<file path="src/rtl/router_reg.sv">
//------------------------------------------------------------------------------
// router_reg
//   Datapath register block of a packet router. Captures the header byte,
//   steers header/payload/parity bytes to the output FIFO, parks a byte while
//   the FIFO is full, accumulates internal parity and flags parity errors.
//   Control comes from one-hot state decodes supplied by router_fsm.
// Revision: 1.0  initial release
//------------------------------------------------------------------------------
`default_nettype none

module router_reg (
  input  logic       clock,
  input  logic       resetn,
  input  logic       pkt_valid,
  input  logic [7:0] data_in,
  input  logic       fifo_full,
  input  logic       detect_add,
  input  logic       lfd_state,
  input  logic       ld_state,
  input  logic       laf_state,
  input  logic       full_state,
  input  logic       rst_int_reg,
  output logic [7:0] dout,
  output logic       parity_done,
  output logic       low_pkt_valid,
  output logic       err
);

  // Destination address that no output port decodes; such headers are dropped.
  localparam logic [1:0] ADDR_INVALID = 2'b11;

  // Registered state and next-state values
  logic [7:0] dout_q,          dout_d;
  logic [7:0] hdr_byte_q,      hdr_byte_d;
  logic [7:0] hold_byte_q,     hold_byte_d;
  logic [7:0] int_parity_q,    int_parity_d;
  logic [7:0] pkt_parity_q,    pkt_parity_d;
  logic       parity_done_q,   parity_done_d;
  logic       low_pkt_valid_q, low_pkt_valid_d;
  logic       err_q,           err_d;

  // While the FSM waits on a full FIFO every register simply holds, so all
  // decodes are qualified by the absence of full_state.
  logic w_upd_en;
  logic w_da;
  logic w_lfd;
  logic w_ld;
  logic w_laf;
  logic w_rst_int;

  assign w_upd_en  = ~full_state;
  assign w_da      = detect_add  & w_upd_en;
  assign w_lfd     = lfd_state   & w_upd_en;
  assign w_ld      = ld_state    & w_upd_en;
  assign w_laf     = laf_state   & w_upd_en;
  assign w_rst_int = rst_int_reg & w_upd_en;

  // Derived load events
  logic w_hdr_cap;     // valid header present on data_in
  logic w_ld_take;     // byte goes straight to the FIFO
  logic w_ld_park;     // byte must wait in hold_byte
  logic w_ld_parity;   // parity byte taken directly from data_in
  logic w_laf_parity;  // parity byte recovered from hold_byte
  logic w_pkt_end;     // pkt_valid observed low while loading

  assign w_hdr_cap    = w_da & pkt_valid & (data_in[1:0] != ADDR_INVALID);
  assign w_ld_take    = w_ld & ~fifo_full;
  assign w_ld_park    = w_ld & fifo_full;
  assign w_ld_parity  = w_ld & ~pkt_valid & ~fifo_full;
  assign w_laf_parity = w_laf & low_pkt_valid_q & ~parity_done_q;
  assign w_pkt_end    = w_ld & ~pkt_valid;

  // Header capture register
  always_comb begin
    hdr_byte_d = hdr_byte_q;
    if (w_hdr_cap) begin
      hdr_byte_d = data_in;
    end
  end

  // Output byte mux: header, live byte, or the parked byte after a full stall
  always_comb begin
    dout_d = dout_q;
    if (w_lfd) begin
      dout_d = hdr_byte_q;
    end else if (w_ld_take) begin
      dout_d = data_in;
    end else if (w_laf) begin
      dout_d = hold_byte_q;
    end
  end

  // Park the incoming byte when the FIFO cannot accept it
  always_comb begin
    hold_byte_d = hold_byte_q;
    if (w_ld_park) begin
      hold_byte_d = data_in;
    end
  end

  // Running parity over header and payload; the parity byte itself is excluded
  always_comb begin
    int_parity_d = int_parity_q;
    if (w_da) begin
      int_parity_d = 8'h00;
    end else if (w_lfd) begin
      int_parity_d = int_parity_q ^ hdr_byte_q;
    end else if (w_ld & pkt_valid) begin
      int_parity_d = int_parity_q ^ data_in;
    end
  end

  // Received parity byte, from data_in or from hold_byte after a stall
  always_comb begin
    pkt_parity_d = pkt_parity_q;
    if (w_ld_parity) begin
      pkt_parity_d = data_in;
    end else if (w_laf_parity) begin
      pkt_parity_d = hold_byte_q;
    end
  end

  // Parity-taken flag; survives until the next header phase
  always_comb begin
    parity_done_d = parity_done_q;
    if (w_ld_parity | w_laf_parity) begin
      parity_done_d = 1'b1;
    end else if (w_da) begin
      parity_done_d = 1'b0;
    end
  end

  // End-of-packet flag; setting takes precedence over the clear
  always_comb begin
    low_pkt_valid_d = low_pkt_valid_q;
    if (w_pkt_end) begin
      low_pkt_valid_d = 1'b1;
    end else if (w_rst_int) begin
      low_pkt_valid_d = 1'b0;
    end
  end

  // Parity error: evaluated once per packet, cleared by the next valid header phase
  always_comb begin
    err_d = err_q;
    if (w_rst_int) begin
      err_d = (int_parity_q != pkt_parity_q);
    end else if (w_da & pkt_valid) begin
      err_d = 1'b0;
    end
  end

  // State register with asynchronous clear; partial parity is discarded on reset
  always_ff @(posedge clock or negedge resetn) begin
    if (!resetn) begin
      dout_q          <= 8'h00;
      hdr_byte_q      <= 8'h00;
      hold_byte_q     <= 8'h00;
      int_parity_q    <= 8'h00;
      pkt_parity_q    <= 8'h00;
      parity_done_q   <= 1'b0;
      low_pkt_valid_q <= 1'b0;
      err_q           <= 1'b0;
    end else begin
      dout_q          <= dout_d;
      hdr_byte_q      <= hdr_byte_d;
      hold_byte_q     <= hold_byte_d;
      int_parity_q    <= int_parity_d;
      pkt_parity_q    <= pkt_parity_d;
      parity_done_q   <= parity_done_d;
      low_pkt_valid_q <= low_pkt_valid_d;
      err_q           <= err_d;
    end
  end

  assign dout          = dout_q;
  assign parity_done   = parity_done_q;
  assign low_pkt_valid = low_pkt_valid_q;
  assign err           = err_q;

endmodule

`default_nettype wire

</file>
<file path="config.mk">
export PLATFORM = sky130hd
export DESIGN_NAME = router_reg
export DESIGN_NICKNAME = d
export VERILOG_FILES = /design/src/rtl/router_reg.sv
export SDC_FILE = /design/constraint.sdc
export NUM_CORES = 1
export LEC_CHECK = 0
export CORE_ASPECT_RATIO = 0.9
export CORE_MARGIN = 1
export CORE_UTILIZATION = 50
export CTS_CLUSTER_SIZE = 8
export DETAILED_ROUTE_END_ITERATION = 12
export PLACE_DENSITY = 0.71
export SYNTH_ARGS = -nofsm -noshare
export SYNTH_HDL_FRONTEND = slang
export SYNTH_SLANG_ARGS = --single-unit
export TNS_END_PERCENT = 20
</file>
<file path="constraint.sdc">
create_clock -name clock -period 1.5 [get_ports clock]
set_input_delay 0.375 -clock clock [delete_from_list [all_inputs] [get_ports clock]]
set_output_delay 0.375 -clock clock [all_outputs]
set_load 0.05 [all_outputs]
</file>
; Word level (Yosys, flattened, before mapping)
; Index checks and enable logic that the tools add are counted.
; Widths: inputs -> output; s select.
[classes]
reduce_logical = 6
eq_ne = 2
bitwise_logic = 21
mux = 14
[op_table]
columns = cell, n
row1 = $mux 8, 8
row2 = $xor 8x8->8, 2
row3 = $and 1x1->1, 14
row4 = $ne 8x8->1, 1
row5 = $reduce_bool 2->1, 4
row6 = $mux 1, 6
row7 = $reduce_bool 3->1, 2
row8 = $not 1->1, 4
row9 = $ne 2x2->1 const B, 1
row10 = $or 1x1->1, 1
[word_totals]
regBits = 43
in_bits = 18

; Logic depth before layout (Yosys ltp)
; Gate-level depths: netlist (run 1).
[logic_depth]
word_depth = 6
mapped_depth = 5

; Least setup slack after synthesis (run 1)
; OpenSTA, ideal clock, no wires.
[synth_timing]
path_kind = flip-flop to flip-flop
start = register parity_done_q, in the netlist parity_done
end = register pkt_parity_q[0]
path_stages_with_launch = 5
period_less_slack_ns = 1.429
t_required_ns = 1.360
path_buffers = 1
path_slack_ns = 0.071
t_arrival_ns = 1.289
cell_sequence = dfrtp_1 > and4bb_1 > buf_6 > mux2i_1 > o21ai_0
[synth_via]
elab_chain_cells = 3
[synth_lines]
columns = element, line_no
row1 = "start, declared", 38  ; logic parity_done_q, parity_done_d;
row2 = "start signal, assigned", 170  ; parity_done_q <= parity_done_d;
row3 = $not 1->1, 70  ; assign w_laf_parity = w_laf & low_pkt_valid_q & ~parity_done_q;
row4 = $and 1x1->1, 70
row5 = $reduce_bool 2->1 (no line), --
row6 = "end signal, assigned", 169  ; pkt_parity_q <= pkt_parity_d;
row7 = "end, declared", 37  ; logic [7:0] pkt_parity_q, pkt_parity_d;
; No other way between the ends.
; A chain may end at the register's enable or synchronous reset.

; Worst setup path in the final report (run 1)
[layout_timing]
start = input port detect_add
end = register int_parity_q[6]
[layout_via]
elab_chain_cells = 2
[layout_lines]
columns = element, line_no
row1 = "start, declared", 17  ; input logic detect_add,
row2 = $and 1x1->1 (*), 52  ; assign w_da = detect_add & w_upd_en;
row3 = $reduce_bool 3->1 (no line) or $mux 8 (tied branches), --
row4 = "end signal, assigned", 168  ; int_parity_q <= int_parity_d;
row5 = "end, declared", 36  ; logic [7:0] int_parity_q, int_parity_d;
; Every way passes the cells marked *; elsewhere a longest branch is shown, timed or not.

==> results of run 1 <==
## power groups by stage
stage	combinational [mW]	clock, mW	sequential (mW)
3_5_place_dp	1.22	0	1.71
3_3_place_gp	1.17	0	1.69
6_report	1.28	0.980	1.72
4_1_cts	1.23	0.979	1.69
2_1_floorplan	0.543	0	1.79
5_1_grt	1.38	1.03	1.74
## stage by stage
| stage | TNS, ps | total power, mW | setup slack [ps] | hold slack [ps] |
|---|---|---|---|---|
| 3_3_place_gp | -13330 | 2.86 | -363 | 317 |
| 4_1_cts | -72.8 | 3.90 | -21.3 | 0.108 |
| 2_1_floorplan | 0 | 2.33 | 70.8 | 79.4 |
| 6_report | 0 | 3.98 | 51.2 | -16.6 |
| 5_1_grt | -2.77 | 4.15 | -2.77 | 9.93 |
| 3_5_place_dp | -15130 | 2.93 | -424 | 324 |
## final cells by class
type,count,area [sq um],share of cell area [%]
clock buffers,6,82.6,2.51
clock inverters,2,38.8,1.18
inverters,10,37.5,1.14
multi-input cells,138,1230,37.4
flip-flops and latches,43,1080,32.7
well taps,62,77.6,2.35
repair buffers,64,751,22.8
## layout by cell type (no fill, tap or decap), drive strengths merged, types with 4 or more instances in the layout
master and n:
inv 11, buf 46, a211oi 7, clkbuf 8, o21ai 9, clkdlybuf4s50 11
mux2 14, o22ai 7, nand2b 12, nand2 17, o221ai 7, dlymetal6s2s 4
xor2 8, a32oi 8, nor2 4, dfrtp 43, nor4bb 7, mux2i 16
## critical path, stage by stage
cell and delay (ps):
clkdlybuf4s50_1 500, a21o_4 290, a32oi_2 300, mux2i_1 210
## layer usage
layer	routed length [um]	vias to the layer above	GRT usage, %
met4	211	0	12.7
met2	3350	83	42.5
li1	-	869	-
met3	383	21	4.84
met5	0	-	0
met1	2830	967	36.1
## cell families (layout without fill, tap and decap cells)
kind of cell	count (synthesis)	after routing	share of synthesized area (%)
AO/OA/AOI/OAI	48	48	16.0
XOR/XNOR	8	8	3.03
buffers and inverters	21	82	5.08
flip-flops	43	43	46.5
multiplexers	30	30	14.7
AND/OR/NAND/NOR	51	52	14.7
## sequential cells by signal (all words and copies together), names as in the netlist
signal / cells
dout: 8
err: 1
hdr_byte_q: 8
hold_byte_q: 8
int_parity_q: 8
low_pkt_valid: 1
parity_done: 1
pkt_parity_q: 8
## repair_timing
item                       in CTS  in global routing
gates cloned                    0                  4
setup buffers                   0                  3
resized for setup               7                 13
pin swaps                       0                  4
setup endpoints to repair      38                 34
## worst min-delay path by stage
stage / startpoint / endpoint / slack [ps]
final: resetn / dout[5] / -20
after global routing: resetn / dout[5] / 10
after CTS: resetn / dout[5] / 0.1
after detailed placement: resetn / dout[5] / 320
after global placement: resetn / dout[4] / 320
after floorplan: resetn / dout[0] / 80
==> impl_metrics.tcl, run 1 <==
set metrics [dict create \
    insertion_delay_ps 310 \
    clockBufferDepth 2 \
    max_freq_mhz 690 \
    slew_viol_final 0 \
    comb_power_share_pct 32.2 \
    route.detailed.drc 0 \
    hold_buffers 0 \
    area_growth_pct 42.2 \
    yosys.cell_types.count 40 \
    crit_path_end "int_parity_q[6]" \
    fin_crit_sh_pct 96.6 \
    initial_core_util_pct 51.9 \
    stdcell_count 325 \
    yosys_warnings 0 \
    syn_nets 219 \
    syn-instance-count 201 \
    final_cell_area_sq_um 3290 \
    antenna_found_initial 0 \
    fin_util_pct 73.9 \
    vias_per_cell 5.97 \
    die_w_um 73.7 \
    internal_power_mw 2.65 \
    p_seq_share_pct 43.2 \
    outcome "complete, but fails checks" \
    violations "hold timing" \
    cts_sinks 43 \
    row_count 23 \
    synth_top_area_share_pct 46.5 \
    synth-seq-area-share_pct 46.5 \
    yosys_register_bits 43 \
    grt_pass1_wl_um 9630 \
    place_congestion 0.828 \
    synthArstFlopShare_pct 100 \
    setup_viol 0 \
    dr.pass1.iters 4 \
    place_inst 310 \
    peakVddDrop_mv 0.920 \
    maxCapViolations 0 \
    worstPathArrival_ps 1680 \
    ioPinCount 29 \
    holdWs_ps -16.6 \
    clock_skew_ps 12.9 \
    dr.first_iter.drc_count 177 \
    fp.dieArea_sq_um 4910 \
    worst_slew_pin_slew_ps 416 \
    synth_common_cells "dfrtp_1 (43), nand2_1 (17), mux2i_1 (16), nand2b_1 (11)" \
    drive_above_1_share_pct 34.2 \
    hold_viol_final 15 \
    syn_avg_cell_area_sq_um 11.5 \
    end_kind "register" \
    synth_flop_cell "dfrtp_1" \
    yosysMostFrequentCell "dfrtp_1" \
    yosys.area.top_type "dfrtp_1" \
    worst_setup_path_start_kind "input port" \
    htreeDepth 2 \
    antenna_cells 0 \
    rr_worst_depth 3 \
    sw_frac_of_total_pct 33.4 \
    required_ps 1730 \
    place.detailed.hpwl_um 4460 \
    route.detailed.wl_per_inst_um 20.9 \
    vias 1940 \
    portBuffers 28 \
    grt-ovfl-total 0 \
    clockPowerShare_pct 24.6 \
    power.leakage_nw 1.50 \
    nets 280 \
    fillers 284 \
    coreArea_sq_um 4460 \
    grt_usage_pct 27.1 \
    critPathMaxFanout 8 \
    period_minus_slack_ps 1450 \
    r2r-start "parity_done" \
    die_h_um 66.6 \
    clkTransAtPathRegs_ps 90 \
    power.density_nw_per_um2 1210 \
    cts_root_buffer "clkbuf_8" \
    netlist_area_sq_um 2320 \
    synth_edf_count 0 \
    rr_endpoint "pkt_parity_q[0]" \
    numCtsBuffers 5 \
    drtAntennaViolNets 0 \
    switchingPower_mw 1.33 \
    grt_pass1_vias 1895 \
    cts_tree "built" \
    min_path_type "in -> async" \
    grt_max_degree 29 \
    drt_wl_total_um 6780 \
    relSlewSlack_pct 72.3 \
    dpl_cell_area_sq_um 2960 \
    worst-setup-path-type "in -> reg" \
    rrSetupSlack_ps 240 \
    synth.area.top_cells "dfrtp_1 (46%), mux2i_1 (6.9%), mux2_2 (3.9%), mux2_4 (3.9%), a32oi_1 (3.0%)" \
    crit_start "detect_add" \
]
Power figures use the tool's default switching activity.
==> run 2, diff against run 1 <==
CORE_UTILIZATION = 30   (was 50)
CTS_CLUSTER_DIAMETER = 60   (was unset)
PLACE_DENSITY = 0.46   (was 0.71)
==> run 2 against run 1 <==
The flow now finishes without violations. Sequential share of layout area grew 0.35 points. Sequential cell count stayed put. Die area is 65% higher. Setup slack lost 8.6 ps. Non-clock buffer count up 1. Critical path depth grew 2. Clock skew is 3.1 ps lower. Design area is 1.1% lower. Power is 2.9% lower. Global-route usage down 10 points. Via count decreased by 7.5%. Critical path type unchanged.
==> impl_metrics.tcl, run 2 (synthesis results as in run 1) <==
set metrics [dict create \
    max_freq_mhz 686 \
    tns_ps 0 \
    outcome "completed" \
    ioPinCount 29 \
    fillers 725 \
    coreArea_sq_um 7510 \
    cpMostUsedCell "buf_4" \
    grt-ovfl-total 0 \
    cp_num_buf_inv 3 \
    power.density_nw_per_um2 1190 \
    grt_usage_pct 16.8 \
    final_cell_area_sq_um 3260 \
    stdcell_count 359 \
    crit_path_max_incr_delay_ps 460 \
    drt_wl_total_um 6340 \
    dr.pass1.iters 4 \
    grt_pass1_vias 1728 \
    grt_pass1_wl_um 10100 \
    clkTransAtPathRegs_ps 90 \
    worst_slew_pin_slew_ps 416 \
    switchingPower_mw 1.28 \
    comb_power_share_pct 31.8 \
    place_inst 349 \
    peakVddDrop_mv 0.471 \
    worst_setup_path_start_kind "input port" \
    die_h_um 85.4 \
    worstPathArrival_ps 1650 \
    place.detailed.hpwl_um 4570 \
    hold_viol_final 0 \
    rr_worst_depth 4 \
    hold_buffers 0 \
    min_path_type "in -> async" \
    p_seq_share_pct 44.0 \
    cts_root_buffer "clkbuf_8" \
    maxCapViolations 0 \
    portBuffers 28 \
    cts_tree "built" \
    drtAntennaViolNets 0 \
    pre_cts_ws_ps -501 \
    final_common_cell "dfrtp_1" \
    worstPathCellList "clkdlybuf4s50_1 > buf_4 > buf_4 > nand2_1 > o21ai_0 > o32a_1" \
    end_kind "register" \
    path_delay_family "buffers and inverters" \
    worst-setup-path-type "in -> reg" \
    cts_sinks 43 \
    fin_util_pct 43.4 \
    fin_crit_sh_pct 97.2 \
    clockPowerShare_pct 24.2 \
    clock_skew_ps 9.75 \
    grt_max_degree 44 \
    sw_frac_of_total_pct 33.0 \
    dpl_cell_area_sq_um 3070 \
    drive_above_1_share_pct 32.3 \
    vias_per_cell 5.00 \
    crit_slowest_cell "clkdlybuf4s50_1" \
    area_growth_pct 40.7 \
    holdWs_ps 41.5 \
    route.detailed.wl_per_inst_um 17.7 \
    nets 280 \
    route.detailed.drc 0 \
    cp_num_cells 6 \
    slew_viol_final 0 \
    layout_common_cells "dfrtp_1 (43), buf_4 (28), nand2_1 (17), mux2i_1 (16), buf_12 (16)" \
    antenna_cells 0 \
    numCtsBuffers 5 \
    relSlewSlack_pct 72.1 \
    period_minus_slack_ps 1460 \
    required_ps 1690 \
    place_congestion 0.769 \
    fp.dieArea_sq_um 8080 \
    finalWorstSetupSlack_ps 42.5 \
    die_w_um 94.6 \
    initial_core_util_pct 30.8 \
    p_total_mw 3.87 \
    rr_endpoint "pkt_parity_q[1]" \
    setup_viol 0 \
    insertion_delay_ps 300 \
    antenna_found_initial 0 \
    rsz0062_at_grt "yes" \
    internal_power_mw 2.59 \
    htreeDepth 2 \
    critPathMaxFanout 7 \
    dr.first_iter.drc_count 83 \
    row_count 30 \
    rrSetupSlack_ps 130 \
    clockBufferDepth 2 \
    power.leakage_nw 1.49 \
    r2r-start "parity_done" \
    vias 1794 \
]
-- run 2: cell type report --
type | count | area, sq um | area share (%)
repair buffers | 65 | 761 | 23.3
well taps | 96 | 120 | 3.69
flip-flops and latches | 43 | 1080 | 33.0
clock inverters | 3 | 43.8 | 1.34
multi-input cells | 137 | 1150 | 35.4
inverters | 10 | 37.5 | 1.15
clock buffers | 5 | 68.8 | 2.11
-- run 2: worst max path at each step --
stage | to | slack [ps] | from
global placement | int_parity_q[1] | -490 | full_state
floorplan | pkt_parity_q[0] | 70 | parity_done
finish | dout[7] | 40 | lfd_state
global route | dout[7] | -8 | lfd_state
detailed placement | int_parity_q[6] | -500 | full_state
CTS | pkt_parity_q[0] | -20 | full_state
-- run 2: power by group through the flow --
stage | clock network [mW] | registers, mW | logic (mW)
after global routing | 1.02 | 1.74 | 1.33
after CTS | 0.968 | 1.70 | 1.22
final | 0.935 | 1.70 | 1.23
after detailed placement | 0 | 1.72 | 1.21
after floorplan | 0 | 1.79 | 0.543
after global placement | 0 | 1.72 | 1.21
-- run 2: layer usage --
metal  part of all wire [%]  vias to the layer above  global-route usage, %
met5                      0                        -                      0
met4                   0.82                        0                   4.13
met3                    4.3                        5                   2.87
met2                     43                       40                   22.6
met1                     52                      882                   27.2
li1                       -                      867                      -
-- run 2: repair_timing --
action / CTS / global route
pin swaps: 3 / 6
endpoints found under the setup margin: 21 / 28
cloned: 0 / 2
setup buffers: 0 / 0
resized for setup: 2 / 16
==> run 3, diff against run 2 <==
TNS_END_PERCENT = 5   (was 20)
==> results of run 3 <==
No change in the layout: final DEF, timing and power equal those of run 2.
